==> src/rtl/mips_multicycle_ctrl_pkg.sv <==
// Shared types and encodings for the multi-cycle MIPS control unit.
package mips_multicycle_ctrl_pkg;

    // Controller states; numeric values are visible on the debug port.
    typedef enum logic [3:0] {
        ST_FETCH    = 4'd0,
        ST_DECODE   = 4'd1,
        ST_EXEC_R   = 4'd2,
        ST_EXEC_I   = 4'd3,
        ST_MEM_ADDR = 4'd4,
        ST_MEM_RD   = 4'd5,
        ST_MEM_WR   = 4'd6,
        ST_WB_ALU   = 4'd7,
        ST_WB_MEM   = 4'd8,
        ST_BRANCH   = 4'd9,
        ST_TRAP     = 4'd10
    } state_e;

    // Instruction class captured in DECODE and used by later states.
    typedef enum logic [3:0] {
        CLS_INVALID,
        CLS_RTYPE,
        CLS_ADDI,
        CLS_SLTI,
        CLS_ANDI,
        CLS_ORI,
        CLS_LW,
        CLS_SW,
        CLS_BEQ,
        CLS_BNE,
        CLS_J
    } cls_e;

    // Opcodes
    localparam logic [5:0] OPC_RTYPE = 6'h00;
    localparam logic [5:0] OPC_J     = 6'h02;
    localparam logic [5:0] OPC_BEQ   = 6'h04;
    localparam logic [5:0] OPC_BNE   = 6'h05;
    localparam logic [5:0] OPC_ADDI  = 6'h08;
    localparam logic [5:0] OPC_SLTI  = 6'h0A;
    localparam logic [5:0] OPC_ANDI  = 6'h0C;
    localparam logic [5:0] OPC_ORI   = 6'h0D;
    localparam logic [5:0] OPC_LW    = 6'h23;
    localparam logic [5:0] OPC_SW    = 6'h2B;

    // R-type function codes
    localparam logic [5:0] FN_ADD = 6'h20;
    localparam logic [5:0] FN_SUB = 6'h22;
    localparam logic [5:0] FN_AND = 6'h24;
    localparam logic [5:0] FN_OR  = 6'h25;
    localparam logic [5:0] FN_SLT = 6'h2A;

    // ALU operation codes
    localparam logic [2:0] ALU_AND = 3'b000;
    localparam logic [2:0] ALU_OR  = 3'b001;
    localparam logic [2:0] ALU_ADD = 3'b010;
    localparam logic [2:0] ALU_SUB = 3'b110;
    localparam logic [2:0] ALU_SLT = 3'b111;

    // PC source select
    localparam logic [1:0] PCSRC_PC4    = 2'd0;
    localparam logic [1:0] PCSRC_BRANCH = 2'd1;
    localparam logic [1:0] PCSRC_JUMP   = 2'd2;

    // ALU B operand select
    localparam logic [1:0] ALUB_RT   = 2'd0;
    localparam logic [1:0] ALUB_FOUR = 2'd1;
    localparam logic [1:0] ALUB_IMM  = 2'd2;
    localparam logic [1:0] ALUB_BOFF = 2'd3;

    // Register file write data select
    localparam logic [1:0] RFWD_ALU = 2'd0;
    localparam logic [1:0] RFWD_MEM = 2'd1;

    // Map opcode/function to an instruction class; unsupported encodings give CLS_INVALID.
    function automatic cls_e classify(input logic [5:0] opc, input logic [5:0] func);
        cls_e c;
        c = CLS_INVALID;
        case (opc)
            OPC_RTYPE: begin
                case (func)
                    FN_ADD, FN_SUB, FN_AND, FN_OR, FN_SLT: c = CLS_RTYPE;
                    default:                                c = CLS_INVALID;
                endcase
            end
            OPC_J:    c = CLS_J;
            OPC_BEQ:  c = CLS_BEQ;
            OPC_BNE:  c = CLS_BNE;
            OPC_ADDI: c = CLS_ADDI;
            OPC_SLTI: c = CLS_SLTI;
            OPC_ANDI: c = CLS_ANDI;
            OPC_ORI:  c = CLS_ORI;
            OPC_LW:   c = CLS_LW;
            OPC_SW:   c = CLS_SW;
            default:  c = CLS_INVALID;
        endcase
        return c;
    endfunction

endpackage

==> src/rtl/mips_alu_decoder.sv <==
// ALU operation decode from the registered instruction class and function field.
module mips_alu_decoder
    import mips_multicycle_ctrl_pkg::*;
#(
    parameter int unsigned ALU_FUNC_W = 3
) (
    input  cls_e                  cls,
    input  logic [5:0]            func,
    output logic [ALU_FUNC_W-1:0] alu_func
);

    logic [2:0] code;

    // Select the ALU operation the instruction class calls for.
    always_comb begin
        code = ALU_ADD;
        case (cls)
            CLS_RTYPE: begin
                case (func)
                    FN_ADD:  code = ALU_ADD;
                    FN_SUB:  code = ALU_SUB;
                    FN_AND:  code = ALU_AND;
                    FN_OR:   code = ALU_OR;
                    FN_SLT:  code = ALU_SLT;
                    default: code = ALU_ADD;
                endcase
            end
            CLS_ADDI, CLS_LW, CLS_SW: code = ALU_ADD;
            CLS_SLTI:                 code = ALU_SLT;
            CLS_ANDI:                 code = ALU_AND;
            CLS_ORI:                  code = ALU_OR;
            CLS_BEQ, CLS_BNE:         code = ALU_SUB;
            default:                  code = ALU_ADD;
        endcase
    end

    assign alu_func = ALU_FUNC_W'(code);

endmodule

==> src/rtl/mips_multicycle_ctrl.sv <==
// Multi-cycle MIPS control FSM: fetch/decode/execute/memory/write-back sequencing,
// memory ready handshake with timeout, and sticky trap on invalid instruction or bus fault.
module mips_multicycle_ctrl
    import mips_multicycle_ctrl_pkg::*;
#(
    parameter int unsigned ALU_FUNC_W  = 3,
    parameter int unsigned MEM_TIMEOUT = 15,
    parameter int unsigned CNT_W       = 4
) (
    input  logic                  clk,
    input  logic                  rst_n,
    input  logic [5:0]            opc,
    input  logic [5:0]            func,
    input  logic                  memReady,
    output logic                  irWrite,
    output logic                  pcWrite,
    output logic [1:0]            pcSrc,
    output logic                  iord,
    output logic                  isJmp,
    output logic                  isBeq,
    output logic                  isBne,
    output logic [1:0]            rfWriteDataSel,
    output logic                  rfWriteAddrSel,
    output logic                  rfWriteEnable,
    output logic                  memRead,
    output logic                  memWrite,
    output logic                  aluSrcA,
    output logic [1:0]            aluSrcB,
    output logic [ALU_FUNC_W-1:0] aluFunc,
    output logic                  bitXtend,
    output logic                  invOpcode,
    output logic                  busError,
    output logic [3:0]            state
);

    state_e           state_q, state_d;
    cls_e             cls_q, cls_d;
    logic [5:0]       func_q, func_d;
    logic [CNT_W-1:0] cnt_q, cnt_d;
    logic             inv_q, inv_d;
    logic             bus_q, bus_d;

    cls_e                  dec_cls;
    logic [ALU_FUNC_W-1:0] alu_sel;
    logic [ALU_FUNC_W-1:0] alu_add;
    logic                  timeout;
    logic                  wait_state;

    assign dec_cls    = classify(opc, func);
    assign alu_add    = ALU_FUNC_W'(ALU_ADD);
    assign timeout    = (cnt_q == CNT_W'(MEM_TIMEOUT));
    assign wait_state = (state_q == ST_FETCH) || (state_q == ST_MEM_RD) || (state_q == ST_MEM_WR);

    mips_alu_decoder #(
        .ALU_FUNC_W(ALU_FUNC_W)
    ) u_alu_dec (
        .cls      (cls_q),
        .func     (func_q),
        .alu_func (alu_sel)
    );

    // Next-state, captured fields, sticky flags and per-state control outputs.
    always_comb begin
        state_d        = state_q;
        cls_d          = cls_q;
        func_d         = func_q;
        inv_d          = inv_q;
        bus_d          = bus_q;
        irWrite        = 1'b0;
        pcWrite        = 1'b0;
        pcSrc          = PCSRC_PC4;
        iord           = 1'b0;
        isJmp          = 1'b0;
        isBeq          = 1'b0;
        isBne          = 1'b0;
        rfWriteDataSel = RFWD_ALU;
        rfWriteAddrSel = 1'b0;
        rfWriteEnable  = 1'b0;
        memRead        = 1'b0;
        memWrite       = 1'b0;
        aluSrcA        = 1'b0;
        aluSrcB        = ALUB_RT;
        aluFunc        = '0;
        bitXtend       = 1'b0;

        case (state_q)
            ST_FETCH: begin
                memRead = 1'b1;
                aluSrcB = ALUB_FOUR;
                aluFunc = alu_add;
                if (memReady) begin
                    irWrite = 1'b1;
                    pcWrite = 1'b1;
                    pcSrc   = PCSRC_PC4;
                    state_d = ST_DECODE;
                end else if (timeout) begin
                    bus_d   = 1'b1;
                    state_d = ST_TRAP;
                end
            end
            ST_DECODE: begin
                aluSrcB = ALUB_BOFF;
                aluFunc = alu_add;
                cls_d   = dec_cls;
                func_d  = func;
                case (dec_cls)
                    CLS_RTYPE:                               state_d = ST_EXEC_R;
                    CLS_ADDI, CLS_SLTI, CLS_ANDI, CLS_ORI:   state_d = ST_EXEC_I;
                    CLS_LW, CLS_SW:                          state_d = ST_MEM_ADDR;
                    CLS_BEQ, CLS_BNE:                        state_d = ST_BRANCH;
                    CLS_J: begin
                        pcWrite = 1'b1;
                        pcSrc   = PCSRC_JUMP;
                        isJmp   = 1'b1;
                        state_d = ST_FETCH;
                    end
                    default: begin
                        inv_d   = 1'b1;
                        state_d = ST_TRAP;
                    end
                endcase
            end
            ST_EXEC_R: begin
                aluSrcA = 1'b1;
                aluSrcB = ALUB_RT;
                aluFunc = alu_sel;
                state_d = ST_WB_ALU;
            end
            ST_EXEC_I: begin
                aluSrcA  = 1'b1;
                aluSrcB  = ALUB_IMM;
                aluFunc  = alu_sel;
                bitXtend = (cls_q == CLS_ANDI) || (cls_q == CLS_ORI);
                state_d  = ST_WB_ALU;
            end
            ST_MEM_ADDR: begin
                aluSrcA = 1'b1;
                aluSrcB = ALUB_IMM;
                aluFunc = alu_sel;
                state_d = (cls_q == CLS_LW) ? ST_MEM_RD : ST_MEM_WR;
            end
            ST_MEM_RD: begin
                memRead = 1'b1;
                iord    = 1'b1;
                if (memReady) begin
                    state_d = ST_WB_MEM;
                end else if (timeout) begin
                    bus_d   = 1'b1;
                    state_d = ST_TRAP;
                end
            end
            ST_MEM_WR: begin
                memWrite = 1'b1;
                iord     = 1'b1;
                if (memReady) begin
                    state_d = ST_FETCH;
                end else if (timeout) begin
                    bus_d   = 1'b1;
                    state_d = ST_TRAP;
                end
            end
            ST_WB_ALU: begin
                rfWriteEnable  = 1'b1;
                rfWriteDataSel = RFWD_ALU;
                rfWriteAddrSel = (cls_q == CLS_RTYPE);
                state_d        = ST_FETCH;
            end
            ST_WB_MEM: begin
                rfWriteEnable  = 1'b1;
                rfWriteDataSel = RFWD_MEM;
                rfWriteAddrSel = 1'b0;
                state_d        = ST_FETCH;
            end
            ST_BRANCH: begin
                aluSrcA = 1'b1;
                aluSrcB = ALUB_RT;
                aluFunc = alu_sel;
                pcSrc   = PCSRC_BRANCH;
                isBeq   = (cls_q == CLS_BEQ);
                isBne   = (cls_q == CLS_BNE);
                state_d = ST_FETCH;
            end
            ST_TRAP: begin
                state_d = ST_TRAP;
            end
            default: begin
                state_d = ST_TRAP;
            end
        endcase
    end

    // Wait counter restarts on every state change and counts unready cycles in memory states.
    always_comb begin
        cnt_d = cnt_q;
        if (state_d != state_q) begin
            cnt_d = '0;
        end else if (wait_state && !memReady) begin
            cnt_d = cnt_q + CNT_W'(1);
        end
    end

    // State, captured instruction fields, counter and sticky status registers.
    always_ff @(posedge clk) begin
        if (!rst_n) begin
            state_q <= ST_FETCH;
            cls_q   <= CLS_INVALID;
            func_q  <= '0;
            cnt_q   <= '0;
            inv_q   <= 1'b0;
            bus_q   <= 1'b0;
        end else begin
            state_q <= state_d;
            cls_q   <= cls_d;
            func_q  <= func_d;
            cnt_q   <= cnt_d;
            inv_q   <= inv_d;
            bus_q   <= bus_d;
        end
    end

    assign invOpcode = inv_q;
    assign busError  = bus_q;
    assign state     = state_q;

endmodule
==> config.mk <==
export PLATFORM = sky130hd
export DESIGN_NAME = mips_multicycle_ctrl
export DESIGN_NICKNAME = d
export VERILOG_FILES = /design/src/rtl/mips_multicycle_ctrl_pkg.sv /design/src/rtl/mips_alu_decoder.sv /design/src/rtl/mips_multicycle_ctrl.sv
export SDC_FILE = /design/constraint.sdc
export NUM_CORES = 1
export LEC_CHECK = 0
export CORE_ASPECT_RATIO = 2
export CORE_UTILIZATION = 49
export CTS_CLUSTER_SIZE = 25
export DETAILED_ROUTE_END_ITERATION = 12
export PLACE_DENSITY = 0.8
export REMOVE_ABC_BUFFERS = 1
export SETUP_SLACK_MARGIN = 0.02
export SKIP_LAST_GASP = 1
export SYNTH_ARGS = -nofsm -noshare
export SYNTH_HDL_FRONTEND = slang
export SYNTH_SLANG_ARGS = --single-unit
==> constraint.sdc <==
create_clock -name clk -period 2.5 [get_ports clk]
set_input_delay 0.25 -clock clk [delete_from_list [all_inputs] [get_ports clk]]
set_output_delay 0.25 -clock clk [all_outputs]
set_load 0.005 [all_outputs]
After elaboration in Yosys (flattened, before gate mapping)
Cells that the tools add are included.
{"block": "word_totals", "register_bits": 20, "in_bits": 15}
{"block": "classes", "n_addsub": 1, "eq_ne": 46, "n_mux": 30, "n_bitwise": 3, "n_reduce_logical": 25}
{"operator": "equality test 6 bit (second input constant)", "count": 11}
{"operator": "equality test 4 x 3 -> 1 bit (second input constant)", "count": 11}
{"operator": "case mux 4 bit (10 select lines)", "count": 1}
{"operator": "equality test 4 bit (second input constant)", "count": 8}
{"operator": "case mux 4 bit (7 select lines)", "count": 1}
{"operator": "equality test 6 x 4 -> 1 bit (second input constant)", "count": 4}
{"operator": "equality test 4 x 2 -> 1 bit (second input constant)", "count": 5}
{"operator": "case mux 4 bit (5 select lines)", "count": 1}
{"operator": "OR reduction 2 bit", "count": 10}
{"operator": "2-to-1 mux 4 bit", "count": 4}
{"operator": "2-to-1 mux 1 bit", "count": 15}
{"operator": "case mux 3 bit (5 select lines)", "count": 1}
{"operator": "equality test 4 x 1 -> 1 bit (second input constant)", "count": 3}
{"operator": "equality test 6 x 3 -> 1 bit (second input constant)", "count": 2}
{"operator": "case mux 3 bit (4 select lines)", "count": 1}
{"operator": "OR reduction 10 bit", "count": 1}
{"operator": "OR reduction 4 bit", "count": 2}
{"operator": "equality test 6 x 2 -> 1 bit (second input constant)", "count": 1}
{"operator": "zero test 6 bit", "count": 1}
{"operator": "case mux 2 bit (3 select lines)", "count": 1}
{"operator": "case mux 3 bit (2 select lines)", "count": 1}
{"operator": "OR reduction 3 bit", "count": 2}
{"operator": "OR reduction 5 bit", "count": 1}
{"operator": "adder 4 x 1 -> 4 bit (second input constant)", "count": 1}
{"operator": "other kinds (11)", "count": 16}

Depth between registers and ports, before layout
{"block": "logic_depth", "word_depth": 10, "ltp_mapped": 6}

By module
A second synthesis with hierarchy kept.
{"block": "hier_totals", "hier_cells": 207, "area_unflattened_um2": 1584.0}
{"mod": "mips_multicycle_ctrl", "instances": 1, "cells_per_inst": 194, "area_per_inst_um2": 1483.9, "seq_area_each_um2": 400.4}
{"mod": "mips_alu_decoder", "instances": 1, "cells_per_inst": 13, "area_per_inst_um2": 100.1, "seq_area_each_um2": 0.0}

Worst setup path after synthesis
Ideal clock, no wire load.
{"block": "synth_path", "kind": "flip-flop to output port", "from": "register state_q[2], in the netlist state[2]", "to": "output aluFunc[0]", "arrival_ns": 1.524, "required_time_ns": 2.250, "slack_ns": 0.726, "path_stages_with_launch": 5, "path_buffers": 0, "path_cell_list": "dfxtp_1 or3b_1 a21oi_1 nor2_1 a2111oi_0"}
{"block": "synth_via", "elab_chain_len": 3, "elab_cells_between_ends": 9, "classes_between": "eq/ne (5); mux (1); reduce/logical (3)"}
{"element": "from (decl)", "line_no": "mips_multicycle_ctrl.sv:36", "source": "state_e state_q, state_d;"}
{"element": "from (signal assigned)", "line_no": "mips_multicycle_ctrl.sv:212", "source": "state_q <= state_d;"}
{"element": "equality test 4 bit, or another cell as far along", "line_no": "mips_multicycle_ctrl.sv:86", "source": "case (state_q)"}
{"element": "OR reduction 4 bit (no line) or OR reduction 2 bit (tied branches)"}
{"element": "case mux 3 bit (2 select lines) *", "line_no": "mips_multicycle_ctrl.sv:86"}
{"element": "to (decl)", "line_no": "mips_multicycle_ctrl.sv:29", "source": "output logic [ALU_FUNC_W-1:0] aluFunc,"}
Mark *: on every way between the ends. The rest lies on a longest branch, timed or not.

Worst setup path in the final report
{"block": "layout_path", "from": "register state_q[1], in the netlist state[1]", "to": "output pcWrite"}
{"block": "layout_via", "elab_chain_len": 2, "elab_cells_between_ends": 3, "classes_between": "eq/ne (1); mux (1); reduce/logical (1)"}
{"element": "equality test 4 x 1 -> 1 bit or zero test 4 bit (tied branches)", "line_no": "mips_multicycle_ctrl.sv:86"}
{"element": "case mux 1 bit (2 select lines) *", "line_no": "mips_multicycle_ctrl.sv:86"}
{"element": "to (decl)", "line_no": "mips_multicycle_ctrl.sv:16", "source": "output logic pcWrite,"}
Marks and branches as above.

==> reports/qor.yml <==
status: "complete, no violations"
hold_viol_final: 0
fin_ws_ns: 0.1837
pre_cts_slack_ns: 0.2288
grt_pass1_wl_mm: 7.307
grt_max_degree: 21
vias_per_cell: 5.962
finalWirelength_mm: 4.477
netlist.area_leader.share_pct: 24.58
die_w_microns: 42.77
syn2layout_area_growth_pct: 34.87
hold_path.class: "reg -> reg"
row_count: 29
end_kind: "primary output"
final_antenna_net_count: 0
core_sq_um: 3157
cp_max_fo: 20
slowest_stage: "clkdlybuf4s50_1"
crit_end: "pcWrite"
cts_hold_buf: 0
async_flop_share_pct: 0
syn_area_per_cell_sq_um: 7.721
tns_ns: 0
vdd_drop_max_mv: 0.6869
crit_buf_inv: 2
track_usage_pct: 25.77
path_depth: 5
cellLeakagePower_nw: 0.7978
post_cts_buffers: 0
start_util_pct: 51.61
tritoncts: "done"
post-dp-hpwl_mm: 3.601
mostFrequentLayoutCell: "clkdlybuf4s50_1"
pin_count: 42
fin_nets: 275
wl_per_cell_microns: 15.49
fillCellCount: 269
max_stage_delay_ns: 0.49
crit_start: "state[1]$_SDFF_PN0_"
placed_area_sq_um: 2117
synth_edf_count: 0
r2r_start: "state[1]$_SDFF_PN0_"
path_delay_family: "buffers and inverters"
finalCritPeriodShare_pct: 92.65
drt_iter0_markers: 45
drc: 0
clkSlewWorstSetupHoldPaths_ns: 0.08
multi_input_area_sq_um: 1122
ys_seq_area_share_pct: 24.58
ff2ff_setup_slack_ns: 0.44
antenna_cells: 0
grt_antenna_before_repair: 0
required_ns: 2.25
cts-htree-levels: 1
max_cap_viol_count: 0
dpl.cell_count: 285
die_area_sq_um: 3573
root_buffer: "clkbuf_8"
via_count: 1723
die_y_microns: 83.54
regArea_sq_um: 400.4
hold_slack_ns: 0.4628
cts_buffer_depth: 2
grt_pass1_vias: 1590
path_class: "reg -> out"
yosysWarnings: 0
synth_seq_cells: 20
gr-total-overflow: 0
reg2reg_depth: 6
cts.sink_count: 20
numPortBuffers: 40
setup_viol: 0
r2r_end: "cnt_q[1]$_SDFFE_PP0P_"
clkLatencyLatePin_ns: 0.27
power_density_nw_per_um2: 948.6
mostFrequentLayoutCells: "clkdlybuf4s50_1 (39), nand2_1 (24), dfxtp_1 (20), nor2_1 (17), buf_4 (17)"
final_cell_area_sq_um: 2197
worst_ep_arrival_time_ns: 2.07
maxSlewViolCount: 0
fin_cells: 289
yosysTopAreaCell: "dfxtp_1"
yosysUniqueCellTypes: 64
crit_path_start_kind: "flop"
synth_cells: 211
fmax_ghz: 0.4317
min_period_ns: 2.316
drive_above_1_share_pct: 15.12
drtPass1Iterations: 4
numCtsBuffers: 3
ys.flop_type: "dfxtp_1"
finalWeightedCongestion: 0.9215
ys_top_cells_by_area: "dfxtp_1 (25%), nand2_1 (5.5%), a21boi_0 (4.6%)"
finClkSkew_ns: 0.003786
synthesis.area_sq_um: 1629
rsz0062_at_grt: "no"
worstPathCellList: "buf_4, nor4b_4, and3_1, or2_2, clkdlybuf4s50_1"
## worst reg2reg max path, stage by stage (launching register included)
cell and delay (ns):
dfxtp_1 0.37, buf_4 0.23, or4b_1 0.61, nor2_4 0.13, a31oi_4 0.10, xnor2_1 0.39, nor4_1 0.10
## power by group
part,total (mW),switching [mW],internal [mW]
clock network,0.333,0.119,0.214
registers,0.447,0.0651,0.382
logic,1.30,0.652,0.652
## kinds of logic after synthesis
family,share of synthesized area (%)
other,0.2302
flip-flops,24.58
adder cells (fa/ha/maj),0.7679
XOR/XNOR,3.226
AO/OA/AOI/OAI,26.80
multiplexers,1.843
buffers and inverters,7.142
AND/OR/NAND/NOR,35.41
## through the flow
stage / power (mW) / util (%)
floorplan: 1.173 / -
global placement: 1.721 / 67.06
detailed placement: 1.740 / 67.06
CTS: 2.072 / 69.32
global route: 2.216 / 69.60
finish: 2.084 / 69.60
## how the worst min path moves through the flow
stage,start,end,depth (start not counted)
after floorplan,rst_n,invOpcode$_SDFFE_PN0P_,1
after global placement,func_q[5]$_SDFFE_PN0P_,func_q[5]$_SDFFE_PN0P_,2
after detailed placement,func_q[5]$_SDFFE_PN0P_,func_q[5]$_SDFFE_PN0P_,2
after CTS,func_q[5]$_SDFFE_PN0P_,func_q[5]$_SDFFE_PN0P_,2
after global routing,func_q[5]$_SDFFE_PN0P_,func_q[5]$_SDFFE_PN0P_,2
final,func_q[5]$_SDFFE_PN0P_,func_q[5]$_SDFFE_PN0P_,2
## cells in the mapped netlist, drive strengths merged, types with 3 or more instances
master	count
nand2	24
dfxtp	20
nor2	19
a21boi	11
buf	10
inv	10
nor3	10
a21oi	9
nor4	7
nor2b	6
and3	5
nand2b	5
o21ai	5
clkbuf	4
nand3	4
nor3b	4
a31oi	3
mux2i	3
nor4b	3
o211ai	3
o21a	3
xnor2	3
xor2	3
## layer usage
| metal | share of wire [%] | routed length [microns] | global-route usage [%] |
|---|---|---|---|
| met2 | 57 | 2542 | 46.42 |
| met1 | 38 | 1720 | 29.70 |
| met4 | 2.9 | 131 | 10.80 |
| met5 | 0 | 0 | 0 |
| met3 | 1.9 | 83 | 1.732 |
## area by class of cell
cell class,count,share of cell area [%]
multi-input cells,167,51.08
flip-flops and latches,20,18.22
repair buffers,57,23.97
inverters,10,1.708
well taps,31,1.765
clock inverters,1,1.367
clock buffers,3,1.879
## timing repair
action / in CTS / in global routing
resized for setup: 2 / 1
pin swaps: 0 / 0
endpoints found under the setup margin: 1 / 1
endpoints found under the hold margin: 0 / 0
## state kept, by name, summed over array words and instances (netlist names)
| register | count |
|---|---|
| func_q | 6 |
| cls_q | 4 |
| cnt_q | 4 |
| state | 4 |
| busError | 1 |
| invOpcode | 1 |
Note: power is estimated with default switching activity, not from simulation.
==> variant, RTL diff (same flow settings) <==
`ALU_FUNC_W` is set to 3 in 2 places; all go to 6.
--- a/src/rtl/mips_alu_decoder.sv
+++ b/src/rtl/mips_alu_decoder.sv
@@ -4,3 +4,3 @@
 #(
-    parameter int unsigned ALU_FUNC_W = 3
+    parameter int unsigned ALU_FUNC_W = 6
 ) (
--- a/src/rtl/mips_multicycle_ctrl.sv
+++ b/src/rtl/mips_multicycle_ctrl.sv
@@ -5,3 +5,3 @@
 #(
-    parameter int unsigned ALU_FUNC_W  = 3,
+    parameter int unsigned ALU_FUNC_W  = 6,
     parameter int unsigned MEM_TIMEOUT = 15,
Ports: changed (resized aluFunc); port bits go from 42 to 45. The function was not compared with the original's and may differ.
==> variant against the unedited design <==
  * Non-clock buffer count unchanged
  * Power is 0.12% higher
  * Global-route usage grew 1.2 points
  * Final area is 0.51% higher
  * Routed wire length increased by 5.0%
  * Sequential power down 2%
  * Via count up 2.6%
  * Area after synthesis is 1.4% higher
  * Cell count rose by 1.0%
  * Setup slack got worse by 0.0085 ns
  * Hold slack better by 0.0019 ns
  * Sequential cell count unchanged
  * Critical path type is now input port to output port
==> variant: results (changes against the unedited design) <==
initial antenna violation count 0 (unchanged); CP peak stage delay 0.62 ns (was 0.49 ns); P_int 0.001246 W (was 0.001248 W); vias in the first global route 1,621 (was 1,590); share of layout cells above drive strength 1 15.33% (was 15.12%); DP Wirelength 3641 µm (was 3601 µm); Pleak 0.8191 nW (was 0.7978 nW); routed via count 1,768 (was 1,723); post-synthesis mux area share 1.818% (was 1.843%); post-synthesis sequential area ratio 24.24% (was 24.58%); largest net degree at the start of global routing 19 (was 21); post-synthesis adder-cell area fraction 0.7576% (was 0.7680%); hold path startpoint busError (was func_q[5]); total track usage 26.95% (was 25.77%); Setup Skew 0.007386 ns (was 0.003786 ns); CP startpoint opc[0] (was state[1]); Synth area leaders dfxtp_1, nand2_1, a21boi_0 (unchanged); Largest Register func_q (unchanged); Max FO, Critical Path 7 (was 20); RR Startpoint cls_q[1] (was state[1]); starting DRC count in detailed routing 52 (was 45); Via density 6.055 (was 5.962); Synth Area in XOR/XNOR 3.182% (was 3.226%); drt total wl 4701 µm (was 4477 µm); most common library cells after synthesis nand2_1, dfxtp_1, nor2_1, a21boi_0, nor3_1 (unchanged); status finished, final reports clean (unchanged); final net count 278 (was 275); ANT cells 0 (unchanged); first-pass GRT wire length 7631 µm (was 7307 µm)
variant: cell types whose count changed in the layout (fill, tap and decap cells not counted):
cell / before / now
conb_1: 1 / 4
a2111oi_1: 1 / 0
a2111oi_2: 0 / 1
dlygate4sd2_1: 1 / 0
dlymetal6s2s_1: 0 / 1
nor4b_2: 0 / 1
nor4b_4: 1 / 0
variant: stage by stage:
step	hold slack [ns]	instance area (µm²)	total power (W)	worst slack, ns
4_1_cts	0.4691	2201	0.002076	0.03421
6_report	0.4647	2208	0.002087	0.1752
3_3_place_gp	0.4506	2128	0.001723	0.2445
5_1_grt	0.4897	2208	0.002205	0.07432
2_1_floorplan	0.3675	1562	0.001174	0.3882
3_5_place_dp	0.4556	2128	0.001742	0.2269
variant: cells by family after synthesis:
group | after synthesis
buffers and inverters | 27
AO/OA/AOI/OAI | 54
flip-flops | 20
AND/OR/NAND/NOR | 102
adder cells (fa/ha/maj) | 1
other | 1
multiplexers | 3
XOR/XNOR | 6
variant: path summary, 6_finish.rpt:
path | endpoint | slack (ns) | depth (start not counted)
setup / recovery | pcWrite | 0.18 | 6
hold / removal | busError | 0.46 | 2
setup reg to reg | cnt_q[1] | 0.50 | 5
hold reg to reg | busError | 0.46 | 2
variant: power groups by stage:
| stage | clock network (W) | logic (W) | registers [W] |
|---|---|---|---|
| 3_5_place_dp | 0 | 0.00130 | 0.000446 |
| 5_1_grt | 0.000343 | 0.00142 | 0.000446 |
| 3_3_place_gp | 0 | 0.00128 | 0.000443 |
| 6_report | 0.000327 | 0.00132 | 0.000438 |
| 2_1_floorplan | 0 | 0.000653 | 0.000521 |
| 4_1_cts | 0.000327 | 0.00131 | 0.000440 |
variant: what timing repair did:
item | in CTS | in global routing
setup endpoints to repair | 1 | 1
gates cloned | 0 | 0
hold buffers | 0 | 0
gates resized for setup | 1 | 2
variant: metal layers:
metal	routed length (µm)	GRT usage, %	vias to the layer above
met1	1688	29.70	823
li1	-	-	866
met5	0	0	-
met4	142	11.85	0
met3	186	2.165	13
met2	2683	49.86	66
variant: area by class of cell:
cell class / count / area [µm²]
fill: 291 / 984.7
clock inverter: 1 / 30.03
inverter: 10 / 37.54
timing repair buffer: 57 / 530.5
multi-input combinational: 170 / 1130
tap: 31 / 38.79
clock buffer: 3 / 41.29
sequential: 20 / 400.4
variant: tightest hold or removal path, stage by stage (launching register included):
cell,delay [ns]
dfxtp_1,0.32
inv_1,0.04
a21boi_0,0.06
